`src/rtl/forest_vote_scheduler_pkg.sv`:
```
// Shared types and width helpers for the forest vote scheduler.
// Latency: n/a (declarations only).
// Backpressure: n/a.
package forest_vote_scheduler_pkg;

  localparam int N_FEAT_DEF = 51;

  typedef enum logic [1:0] {
    ST_IDLE,
    ST_EVAL,
    ST_COUNT,
    ST_DONE
  } state_t;

  // Class index width; a single class still needs one bit to carry index 0.
  function automatic int cls_w(input int n);
    return (n < 2) ? 1 : $clog2(n);
  endfunction

  // Vote count width, able to hold every value from 0 to n.
  function automatic int cnt_w(input int n);
    return (n < 1) ? 1 : $clog2(n + 1);
  endfunction

endpackage

```
`src/rtl/forest_vote_scheduler_if.sv`:
```
// Feature-in / result-out valid-ready channels of the vote scheduler.
// Latency: n/a (wiring only).
// Backpressure: in_ready gates features, out_ready releases a held result.
interface forest_vote_scheduler_if #(
  parameter int N_FEAT      = forest_vote_scheduler_pkg::N_FEAT_DEF,
  parameter int NUM_CLASSES = 4,
  parameter int NUM_TREES   = 8
);
  import forest_vote_scheduler_pkg::*;

  localparam int CLS_W = cls_w(NUM_CLASSES);
  localparam int CNT_W = cnt_w(NUM_TREES);

  logic              in_valid;
  logic              in_ready;
  logic [N_FEAT-1:0] in_feat;
  logic              out_valid;
  logic              out_ready;
  logic [CLS_W-1:0]  out_class;
  logic [CNT_W-1:0]  out_votes;
  logic              out_none;

  modport master (
    output in_valid, in_feat, out_ready,
    input  in_ready, out_valid, out_class, out_votes, out_none
  );

  modport slave (
    input  in_valid, in_feat, out_ready,
    output in_ready, out_valid, out_class, out_votes, out_none
  );

endinterface

```
`src/rtl/forest_vote_scheduler_popcount.sv`:
```
// Counts set bits of one class's vote slice.
// Latency: combinational.
// Backpressure: none.
module forest_vote_scheduler_popcount #(
  parameter int W  = 8,
  parameter int CW = 4
) (
  input  logic [W-1:0]  bits,
  output logic [CW-1:0] cnt
);

  // Ripple sum of individual vote bits.
  always_comb begin
    cnt = '0;
    for (int i = 0; i < W; i++) begin
      cnt = cnt + CW'(bits[i]);
    end
  end

endmodule

```
`src/rtl/forest_vote_scheduler.sv`:
```
// Drives one feature vector to the tree bank, captures votes, tallies the majority class.
// Latency: result valid SETTLE+NUM_CLASSES cycles after accept.
// Backpressure: in_ready only in IDLE; result held in DONE until out_ready.
module forest_vote_scheduler
  import forest_vote_scheduler_pkg::*;
#(
  parameter int N_FEAT      = N_FEAT_DEF,
  parameter int NUM_CLASSES = 4,
  parameter int NUM_TREES   = 8,
  parameter int SETTLE      = 1
) (
  input  logic                             clk,
  input  logic                             rst,
  forest_vote_scheduler_if.slave           bus,
  output logic [N_FEAT-1:0]                tree_feat,
  input  logic [NUM_CLASSES*NUM_TREES-1:0] tree_votes,
  output logic                             busy
);

  localparam int CLS_W = cls_w(NUM_CLASSES);
  localparam int CNT_W = cnt_w(NUM_TREES);
  localparam int VW    = NUM_CLASSES * NUM_TREES;
  localparam int SW    = cnt_w(SETTLE);

  state_t           state, state_nxt;
  logic [SW-1:0]    settle_cnt;
  logic [CLS_W-1:0] cls_idx;
  logic [VW-1:0]    votes_q;
  logic [CNT_W-1:0] best_cnt, cnt, cand_cnt;
  logic [CLS_W-1:0] best_cls, cand_cls;
  logic [CLS_W-1:0] out_class_q;
  logic [CNT_W-1:0] out_votes_q;
  logic             out_none_q;
  logic             accept, settle_done, last_cls;

  assign accept      = bus.in_valid && (state == ST_IDLE);
  assign settle_done = (settle_cnt == SW'(SETTLE - 1));
  assign last_cls    = (cls_idx == CLS_W'(NUM_CLASSES - 1));

  forest_vote_scheduler_popcount #(.W(NUM_TREES), .CW(CNT_W)) u_popcount (
    .bits (votes_q[cls_idx*NUM_TREES +: NUM_TREES]),
    .cnt  (cnt)
  );

  // Strict greater-than so a tie keeps the lower class index.
  always_comb begin
    cand_cnt = best_cnt;
    cand_cls = best_cls;
    if (cnt > best_cnt) begin
      cand_cnt = cnt;
      cand_cls = cls_idx;
    end
  end

  // State register.
  always_ff @(posedge clk) begin
    if (rst) state <= ST_IDLE;
    else     state <= state_nxt;
  end

  // Next-state decode.
  always_comb begin
    state_nxt = state;
    case (state)
      ST_IDLE:  if (accept)        state_nxt = ST_EVAL;
      ST_EVAL:  if (settle_done)   state_nxt = ST_COUNT;
      ST_COUNT: if (last_cls)      state_nxt = ST_DONE;
      ST_DONE:  if (bus.out_ready) state_nxt = ST_IDLE;
      default:                     state_nxt = ST_IDLE;
    endcase
  end

  // Datapath: feature latch, settle timer, vote capture, tally and result registers.
  always_ff @(posedge clk) begin
    if (rst) begin
      tree_feat   <= '0;
      settle_cnt  <= '0;
      cls_idx     <= '0;
      votes_q     <= '0;
      best_cnt    <= '0;
      best_cls    <= '0;
      out_class_q <= '0;
      out_votes_q <= '0;
      out_none_q  <= 1'b0;
    end else begin
      case (state)
        ST_IDLE: begin
          if (accept) begin
            tree_feat  <= bus.in_feat;
            settle_cnt <= '0;
          end
        end
        ST_EVAL: begin
          if (settle_done) begin
            votes_q  <= tree_votes;
            cls_idx  <= '0;
            best_cnt <= '0;
            best_cls <= '0;
          end else begin
            settle_cnt <= settle_cnt + 1'b1;
          end
        end
        ST_COUNT: begin
          best_cnt <= cand_cnt;
          best_cls <= cand_cls;
          if (last_cls) begin
            out_class_q <= cand_cls;
            out_votes_q <= cand_cnt;
            out_none_q  <= (cand_cnt == '0);
          end else begin
            cls_idx <= cls_idx + 1'b1;
          end
        end
        default: ;
      endcase
    end
  end

  assign bus.in_ready  = (state == ST_IDLE);
  assign bus.out_valid = (state == ST_DONE);
  assign bus.out_class = out_class_q;
  assign bus.out_votes = out_votes_q;
  assign bus.out_none  = out_none_q;
  assign busy          = (state != ST_IDLE);

endmodule

```
`src/flat_wrapper.sv`:
```
// flat-port wrapper written by rule: the top's interface ports become plain ports
module forest_vote_scheduler_flat import forest_vote_scheduler_pkg::*;
#(
  parameter int N_FEAT      = N_FEAT_DEF,
  parameter int NUM_CLASSES = 4,
  parameter int NUM_TREES   = 8,
  parameter int SETTLE      = 1
)
  (clk, rst, tree_feat, tree_votes, busy, bus_in_valid, bus_in_feat, bus_out_ready, bus_in_ready, bus_out_valid, bus_out_class, bus_out_votes, bus_out_none);
  forest_vote_scheduler_if #(.N_FEAT(N_FEAT), .NUM_CLASSES(NUM_CLASSES), .NUM_TREES(NUM_TREES)) bus_i ();
  input  logic clk;
  input  logic rst;
  output logic [N_FEAT-1:0] tree_feat;
  input  logic [NUM_CLASSES*NUM_TREES-1:0] tree_votes;
  output logic busy;
  input wire logic [$bits(bus_i.in_valid)-1:0] bus_in_valid;
  input wire logic [$bits(bus_i.in_feat)-1:0] bus_in_feat;
  input wire logic [$bits(bus_i.out_ready)-1:0] bus_out_ready;
  output wire logic [$bits(bus_i.in_ready)-1:0] bus_in_ready;
  output wire logic [$bits(bus_i.out_valid)-1:0] bus_out_valid;
  output wire logic [$bits(bus_i.out_class)-1:0] bus_out_class;
  output wire logic [$bits(bus_i.out_votes)-1:0] bus_out_votes;
  output wire logic [$bits(bus_i.out_none)-1:0] bus_out_none;
  assign bus_i.in_valid = bus_in_valid;
  assign bus_i.in_feat = bus_in_feat;
  assign bus_i.out_ready = bus_out_ready;
  assign bus_in_ready = bus_i.in_ready;
  assign bus_out_valid = bus_i.out_valid;
  assign bus_out_class = bus_i.out_class;
  assign bus_out_votes = bus_i.out_votes;
  assign bus_out_none = bus_i.out_none;
  forest_vote_scheduler #(.N_FEAT(N_FEAT), .NUM_CLASSES(NUM_CLASSES), .NUM_TREES(NUM_TREES), .SETTLE(SETTLE)) u_core (.clk(clk), .rst(rst), .bus(bus_i), .tree_feat(tree_feat), .tree_votes(tree_votes), .busy(busy));
endmodule
```
`config.mk`:
```
export PLATFORM = sky130hd
export DESIGN_NAME = forest_vote_scheduler_flat
export DESIGN_NICKNAME = d
export VERILOG_FILES = /design/src/rtl/forest_vote_scheduler_pkg.sv /design/src/rtl/forest_vote_scheduler_if.sv /design/src/rtl/forest_vote_scheduler_popcount.sv /design/src/rtl/forest_vote_scheduler.sv /design/src/flat_wrapper.sv
export SDC_FILE = /design/constraint.sdc
export NUM_CORES = 1
export LEC_CHECK = 0
export CORE_MARGIN = 10
export CORE_UTILIZATION = 45
export DETAILED_ROUTE_END_ITERATION = 10
export PLACE_DENSITY = 0.78
export SETUP_SLACK_MARGIN = 0.4
export SYNTH_ARGS = -nofsm -noshare
export SYNTH_HDL_FRONTEND = slang
export SYNTH_SLANG_ARGS = --single-unit
```
`constraint.sdc`:
```
create_clock -name clk -period 5.4 [get_ports clk]
set_clock_uncertainty 0.05 [all_clocks]
set_input_delay 1.08 -clock clk [delete_from_list [all_inputs] [get_ports clk]]
set_output_delay 1.08 -clock clk [all_outputs]
set_load 0.01 [all_outputs]
```
==> flow_summary.rst, run 1 <==
.. list-table::
   :header-rows: 1

   * - Metric
     - Value
   * - Power share of the sequential group
     - 35.9%
   * - Average wire per standard cell
     - 15.8 microns
   * - Maximum number of pins on one net before global-route repair
     - 107
   * - Min setup slack post-route
     - 0.673 ns
   * - Worst-margin pin slew
     - 1.06 ns
   * - Nature of the critical path startpoint
     - register
   * - Post-DR vias/cell
     - 5.03
   * - Initial core utilization
     - 46.7%
   * - Remaining antenna violation count
     - 0
   * - Maxcap violations
     - 0
   * - Number of endpoints with negative hold slack in the final report
     - 0
   * - Floorplan die height
     - 116 microns
   * - Mean cell area of the mapped netlist
     - 9.09 sq um
   * - Total negative slack for setup checks
     - 0 ns
   * - Endpoint with the worst hold slack
     - u_core.tree_feat[34]
   * - Signed area change from the synthesized netlist to the final layout
     - 42.3%
   * - Kind of end point of the critical path
     - register
   * - Total number of yosys warnings
     - 0
   * - Count of final max-slew check failures
     - 0
   * - Final routed wirelength across all metal layers
     - 11.1 mm
   * - Level count of the clock H-tree
     - 3
   * - Maximum count of clock buffers along a single path
     - 2
   * - Combinational fraction of design power
     - 45.4%
   * - Switching portion of total power
     - 35.6%
   * - Drt first-iter violations
     - 254
   * - Number of buffers inserted during clock tree synthesis
     - 9
   * - Placement row count
     - 34
   * - Count of port buffers added during placement
     - 147
   * - Net switching component of the power
     - 934 uW
   * - Highest clock rate
     - 212 MHz
   * - Drt pass-1 iters
     - 4
   * - Number of nets in the layout
     - 691
   * - Cell area after technology mapping
     - 4140 sq um
   * - Number of hold buffers added after cts
     - 0
   * - WP data arrival
     - 4.93 ns
   * - IO Count
     - 148
   * - Number of synthesized flops with an enable pin
     - 0
   * - Vias in the first global route
     - 3,589
   * - Share of power burned in the clock network
     - 18.7%
   * - Worst slack on hold paths
     - 0.410 ns
   * - Required time worst endpoint
     - 5.60 ns
   * - All-layer global routing usage
     - 16.2%
   * - Worst Hold Depth
     - 2
   * - Dominant synthesized flop cell
     - dfxtp_1
   * - Post-placement worst setup slack
     - 0.382 ns
   * - Sequential cell area fraction in the yosys report
     - 48.4%
   * - Worst rel slew slack
     - 29.6%
   * - HPWL Detailed
     - 8.32 mm
   * - Path type of the worst setup path
     - reg -> reg
   * - Nets in the synthesized netlist
     - 558
   * - Number of diodes added for antenna fixing
     - 0
   * - Commonest non-fill, non-tap cell in the layout
     - clkdlybuf4s50_1
   * - Internal cell power
     - 1.69 mW
   * - Synthesis-stage register bit count
     - 100
   * - Worst VDD drop
     - 0.271 mV
   * - Clock Sinks
     - 100
   * - Final critical-path required period
     - 4.73 ns
   * - Full die area
     - 13,400 sq um
   * - Reg2Reg Setup Slack
     - 0.67 ns
   * - Post-detailed-placement cell area
     - 5650 sq um
   * - End of the worst register-to-register path
     - u_core.best_cnt[1]
   * - Clock slew at the register clock pins of the worst setup and hold paths
     - 0.09 ns
   * - CTS tree
     - done
   * - Cell at the root of the clock tree
     - clkbuf_8
   * - Worst r2r path cells
     - 15
   * - Classification of the worst-slack hold path
     - reg -> reg
   * - Most used cells in the layout excluding fill and tap cells
     - clkdlybuf4s50_1 (146), nand2_1 (108), dfxtp_1 (99), a21oi_1 (54), nor2_1 (44)
   * - Post-route DRC violation count
     - 0
   * - Library cells used by synthesis
     - 35
   * - Die X-Extent
     - 116 microns
   * - P_leak
     - 2.21 nW
   * - First-pass GRT wire length
     - 17.9 mm
   * - Unrepaired setup endpoints after global routing
     - false
   * - Fraction of synthesis flops using an asynchronous set or reset pin
     - 0%
   * - Latest clock arrival within the worst-skew pair
     - 0.36 ns
   * - Worst min-delay path startpoint
     - u_core.tree_feat[34]
   * - Pwr/cell area
     - 446 nW/um^2
   * - Placeable core region
     - 8850 sq um
   * - Number of antenna violations at the first check in global routing
     - 0
   * - Synthesized instance count
     - 455
   * - Worst-path fanout max
     - 9
   * - Worst reg2reg path startpoint
     - u_core.cls_idx[1]
   * - DR vias
     - 3,524
   * - Fraction of layout instances using a drive strength above 1
     - 6.41%
   * - Total gr overflow
     - 0
   * - Final setup violation count
     - 0
   * - Outcome
     - completed
   * - Layout Cell Area excl Fill
     - 5880 sq um
   * - Routability congestion estimate
     - 0.804
   * - Final period utilization
     - 87.5%
## cell type report
| class | count | area, sq um |
|---|---|---|
| Clock buffer | 9 | 124 |
| Clock inverter | 7 | 83.8 |
| Fill cell | 706 | 2960 |
| Inverter | 16 | 60.1 |
| Multi-Input combinational cell | 310 | 1960 |
| Sequential cell | 100 | 2010 |
| Tap cell | 108 | 135 |
| Timing Repair Buffer | 151 | 1510 |
## power by group through the flow
stage          Sequential (mW)  Clock [mW]  Combinational (mW)
2_1_floorplan            0.972           0               0.719
3_3_place_gp             0.950           0                1.08
3_5_place_dp             0.958           0                1.11
4_1_cts                  0.943       0.509                1.12
5_1_grt                  0.960       0.544                1.31
6_report                 0.942       0.492                1.19
## critical path, stage by stage (launching register included)
cell,delay [ns]
dfxtp_1,0.54
mux4_2,0.26
inv_1,0.05
fa_1,0.53
inv_1,0.06
fa_1,0.50
fa_1,0.48
ha_1,0.24
fa_1,0.51
ha_1,0.34
nor2b_4,0.13
o211ai_2,0.21
a21oi_4,0.09
buf_12,0.15
o21a_1,0.24
o32ai_1,0.25
## timing repair
item / in CTS / in global routing
buffers inserted: 0 / 1
endpoints found under the hold margin: 0 / 0
setup endpoints to repair: 6 / 11
gates resized for setup: 1 / 2
## cells by family (layout without fill, tap and decap cells)
kind of cell	Yosys count	count (layout)	share of synthesized area (%)
AOI/OAI and AO/OA	72	72	10.3
xor gates and xnor gates	1	1	0.212
adders and majority gates	16	16	5.57
buffers and inverters	45	183	4.39
DFF	100	100	48.4
muxes	46	46	13.6
and+or+nand+nor	175	175	17.6
## synth_stat cells, types with 2 or more instances
cell type,n,area [sq um]
and2_1,2,12.5
inv_1,16,60.1
fa_1,4,80.1
nor3_1,3,15.0
buf_4,2,15.0
dfxtp_1,100,2000
mux2i_1,38,380
ha_1,12,150
nand2_1,108,405
a211oi_1,5,37.5
a21oi_1,54,270
clkbuf_1,18,67.6
nor2b_1,3,18.8
buf_2,4,20.0
mux4_2,8,180
o32ai_1,6,52.6
buf_1,5,18.8
a31oi_1,2,12.5
nand2b_1,6,37.5
nor2_1,44,165
## how the worst max path moves through the flow
stage | startpoint | end | slack [ns]
final | u_core.cls_idx[1] | u_core.best_cnt[1] | 0.67
after global routing | u_core.cls_idx[0] | u_core.best_cnt[0] | 0.45
after CTS | u_core.cls_idx[0] | u_core.best_cnt[1] | 0.51
after detailed placement | u_core.cls_idx[0] | u_core.best_cnt[1] | 0.38
after global placement | u_core.cls_idx[0] | u_core.best_cls[1] | 0.55
after floorplan | u_core.cls_idx[0] | u_core.best_cls[0] | 0.68
## layer usage
layer  track usage [%]  share of wire, %
met2              27.4                48
met4              5.17               1.2
met5                 0                 0
met1              19.3                43
met3              4.86               7.6
## through the flow
step | total power [mW] | instances | utilization (%)
after floorplan | 1.69 | 455 | -
after global placement | 2.03 | 684 | 63.8
after detailed placement | 2.07 | 684 | 63.8
after CTS | 2.57 | 700 | 66.2
after global routing | 2.81 | 701 | 66.5
final | 2.63 | 701 | 66.5
## state kept, by name (all words and copies together) (netlist names)
signal / cells
u_core.bus.out_votes: 4
u_core.votes_q: 32
u_core.bus.out_class: 2
u_core.best_cnt: 4
u_core.bus.out_none: 1
u_core.state: 2
u_core.cls_idx: 2
u_core.best_cls: 2
u_core.tree_feat: 51
(Power assumes the default switching activity.)
==> inputs of run 2 (changes only) <==
Settings changed: CORE_ASPECT_RATIO set to 1.1.
==> flow_summary.rst, run 2 (synthesis results as in run 1) <==
.. list-table::
   :header-rows: 1

   * - Metric
     - Value
   * - Number of filler cells placed in the layout
     - 725 (was 706)
   * - CTS tree
     - done (unchanged)
   * - Required time worst endpoint
     - 5.59 ns (was 5.60 ns)
   * - Maxcap violations
     - 0 (unchanged)
   * - Unrepaired setup endpoints after global routing
     - true (was false)
   * - P_leak
     - 2.20 nW (was 2.21 nW)
   * - Latest clock arrival within the worst-skew pair
     - 0.35 ns (was 0.36 ns)
   * - Cell at the root of the clock tree
     - clkbuf_8 (unchanged)
   * - Number of diodes added for antenna fixing
     - 0 (unchanged)
   * - Kind of end point of the critical path
     - register (unchanged)
   * - Placeable core region
     - 8920 sq um (was 8850 sq um)
   * - Largest regs
     - u_core.tree_feat: 51 flops, u_core.votes_q: 32 flops (unchanged)
   * - Maximum number of pins on one net before global-route repair
     - 107 (unchanged)
   * - Endpoint of the worst setup timing path
     - u_core.best_cnt[3] (was u_core.best_cnt[1])
   * - Number of antenna violations at the first check in global routing
     - 0 (unchanged)
   * - Full die area
     - 13,400 sq um (about the same)
   * - Drt pass-1 iters
     - 4 (unchanged)
   * - Pwr/cell area
     - 437 nW/um^2 (was 446 nW/um^2)
   * - Final critical-path required period
     - 4.76 ns (was 4.73 ns)
   * - IO Count
     - 148 (unchanged)
   * - Worst VDD drop
     - 0.202 mV (was 0.271 mV)
   * - Routability congestion estimate
     - 0.827 (was 0.804)
   * - Worst slack on hold paths
     - 0.406 ns (was 0.410 ns)
   * - Number of buffers inserted by post-CTS setup repair
     - 0 (unchanged)
   * - Nature of the critical path startpoint
     - register (unchanged)
   * - DR vias
     - 3,513 (was 3,524)
   * - Post-DR vias/cell
     - 4.96 (was 5.03)
   * - Average wire per standard cell
     - 15.9 microns (was 15.8 microns)
   * - Met2 Routed Length
     - 5.39 mm (was 5.31 mm)
   * - Startpoint of the worst setup timing path
     - u_core.cls_idx[0] (was u_core.cls_idx[1])
   * - Layout Cell Area excl Fill
     - 5900 sq um (was 5880 sq um)
   * - Final routed wirelength across all metal layers
     - 11.2 mm (was 11.1 mm)
   * - Length of routed met3 wiring
     - 632 microns (was 841 microns)
   * - Clock Sinks
     - 100 (unchanged)
   * - First-pass GRT wire length
     - 17.8 mm (was 17.9 mm)
   * - Count of port buffers added during placement
     - 147 (unchanged)
   * - Worst rel slew slack
     - 29.9% (was 29.6%)
   * - All-layer global routing usage
     - 15.7% (was 16.2%)
   * - Drt first-iter violations
     - 171 (was 254)
   * - Count of final max-slew check failures
     - 0 (unchanged)
   * - Total negative slack for setup checks
     - 0 ns (unchanged)
   * - Min setup slack post-route
     - 0.636 ns (was 0.673 ns)
   * - Worst-path fanout max
     - 9 (unchanged)
   * - Number of hold buffers added after cts
     - 0 (unchanged)
   * - Most used cells in the layout excluding fill and tap cells
     - clkdlybuf4s50_1 (146), nand2_1 (108), dfxtp_1 (98), a21oi_1 (54), nor2_1 (44) (was clkdlybuf4s50_1 (146), nand2_1 (108), dfxtp_1 (99), a21oi_1 (54), nor2_1 (44))
   * - Floorplan die height
     - 121 microns (was 116 microns)
   * - Reg with most FFs
     - u_core.tree_feat (unchanged)
   * - Placement row count
     - 36 (was 34)
   * - WP data arrival
     - 4.96 ns (was 4.93 ns)
   * - Flip-flop count of the largest register, all copies and words added
     - 51 (unchanged)
   * - Final setup violation count
     - 0 (unchanged)
   * - End of the worst register-to-register path
     - u_core.best_cnt[3] (was u_core.best_cnt[1])
   * - Signed area change from the synthesized netlist to the final layout
     - 42.5% (was 42.3%)
   * - Clock slew at the register clock pins of the worst setup and hold paths
     - 0.09 ns (about the same)
   * - Vias in the first global route
     - 3,478 (was 3,589)
   * - Initial core utilization
     - 46.4% (was 46.7%)
   * - Path type of the worst setup path
     - reg -> reg (unchanged)
   * - Worst r2r path cells
     - 14 (was 15)
   * - Maximum count of clock buffers along a single path
     - 2 (unchanged)
   * - Reg2Reg Setup Slack
     - 0.64 ns (was 0.67 ns)
   * - Number of endpoints with negative hold slack in the final report
     - 0 (unchanged)
   * - Number of nets in the layout
     - 692 (was 691)
   * - Remaining antenna violation count
     - 0 (unchanged)
   * - HPWL Detailed
     - 8.48 mm (was 8.32 mm)
   * - Number of buffers inserted during clock tree synthesis
     - 9 (unchanged)
   * - Classification of the worst-slack hold path
     - reg -> reg (unchanged)
   * - Post-detailed-placement cell area
     - 5660 sq um (was 5650 sq um)
   * - Total gr overflow
     - 0 (unchanged)
   * - Level count of the clock H-tree
     - 3 (unchanged)
   * - Commonest non-fill, non-tap cell in the layout
     - clkdlybuf4s50_1 (unchanged)
   * - Highest Signal Layer
     - met4 (unchanged)
   * - Die X-Extent
     - 111 microns (was 116 microns)
   * - Post-placement worst setup slack
     - 0.343 ns (was 0.382 ns)
   * - Met1 layer wirelength in the final routing
     - 5.09 mm (was 4.80 mm)
   * - Highest clock rate
     - 210 MHz (was 212 MHz)
   * - Post-route DRC violation count
     - 0 (unchanged)
   * - Fraction of layout instances using a drive strength above 1
     - 6.57% (was 6.41%)
   * - Worst-margin pin slew
     - 1.05 ns (was 1.06 ns)
   * - Final period utilization
     - 88.2% (was 87.5%)
   * - Worst reg2reg path startpoint
     - u_core.cls_idx[0] (was u_core.cls_idx[1])
   * - Outcome
     - completed (unchanged)
[run 2: changes by cell type in the layout (fill, tap and decap cells not counted), sizes merged]
cell    before  now
a21oi       55   56
clkbuf       9   11
inv         18   17
clkinv       3    2
[run 2: worst min path at each step]
stage / from / to / slack [ns] / depth (start not counted)
after global routing: u_core.tree_feat[14] / u_core.tree_feat[14] / 0.43 / 2
after global placement: u_core.tree_feat[3] / u_core.tree_feat[3] / 0.39 / 2
final: u_core.tree_feat[46] / u_core.tree_feat[46] / 0.41 / 2
after floorplan: u_core.votes_q[16] / u_core.votes_q[16] / 0.40 / 2
after CTS: u_core.tree_feat[46] / u_core.tree_feat[46] / 0.41 / 2
after detailed placement: u_core.tree_feat[9] / u_core.tree_feat[9] / 0.40 / 2
[run 2: timing repair]
action	CTS	global route
pin swaps	0	0
gates resized for setup	1	5
endpoints found under the setup margin	11	13
gates cloned	0	1
[run 2: report_power, final]
| group | switching [mW] | total (mW) | leakage (nW) | internal (mW) |
|---|---|---|---|---|
| registers | 0.0723 | 0.941 | 0.819 | 0.868 |
| clock network | 0.245 | 0.474 | 0.0999 | 0.229 |
| logic | 0.608 | 1.16 | 1.28 | 0.554 |
| total | 0.925 | 2.58 | 2.20 | 1.65 |
[run 2: layout make-up]
class / instances / area, sq um / share of cell area [%]
Multi-Input combinational cell: 311 / 1990 / 33.7
Sequential cell: 100 / 2010 / 34.0
Clock buffer: 11 / 141 / 2.40
Timing Repair Buffer: 151 / 1500 / 25.4
Inverter: 16 / 60.1 / 1.02
Clock inverter: 5 / 60.1 / 1.02
Tap cell: 114 / 143 / 2.42
[run 2: routing by layer]
metal | GRT usage [%] | up-vias
met5 | 0 | -
met4 | 4.34 | 0
met3 | 4.35 | 11
met2 | 26.4 | 117
met1 | 19.5 | 1606
li1 | - | 1779
[run 2: critical path, cell delays in order, from the launching register on]
cell     delay (ns)
dfxtp_4        0.43
mux4_2         0.50
inv_1          0.09
fa_1           0.43
inv_1          0.09
fa_1           0.43
fa_1           0.50
ha_1           0.23
fa_1           0.42
xor2_2         0.19
ha_1           0.19
a21oi_1        0.42
a21oi_4        0.17
o21a_1         0.26
o32ai_1        0.28
[run 2: stage by stage]
step | util (%) | std cells | power, mW
finish | 66.1 | 708 | 2.58
global route | 66.1 | 708 | 2.75
CTS | 65.7 | 707 | 2.55
detailed placement | 63.5 | 691 | 2.07
global placement | 63.5 | 691 | 2.03
floorplan | - | 455 | 1.69
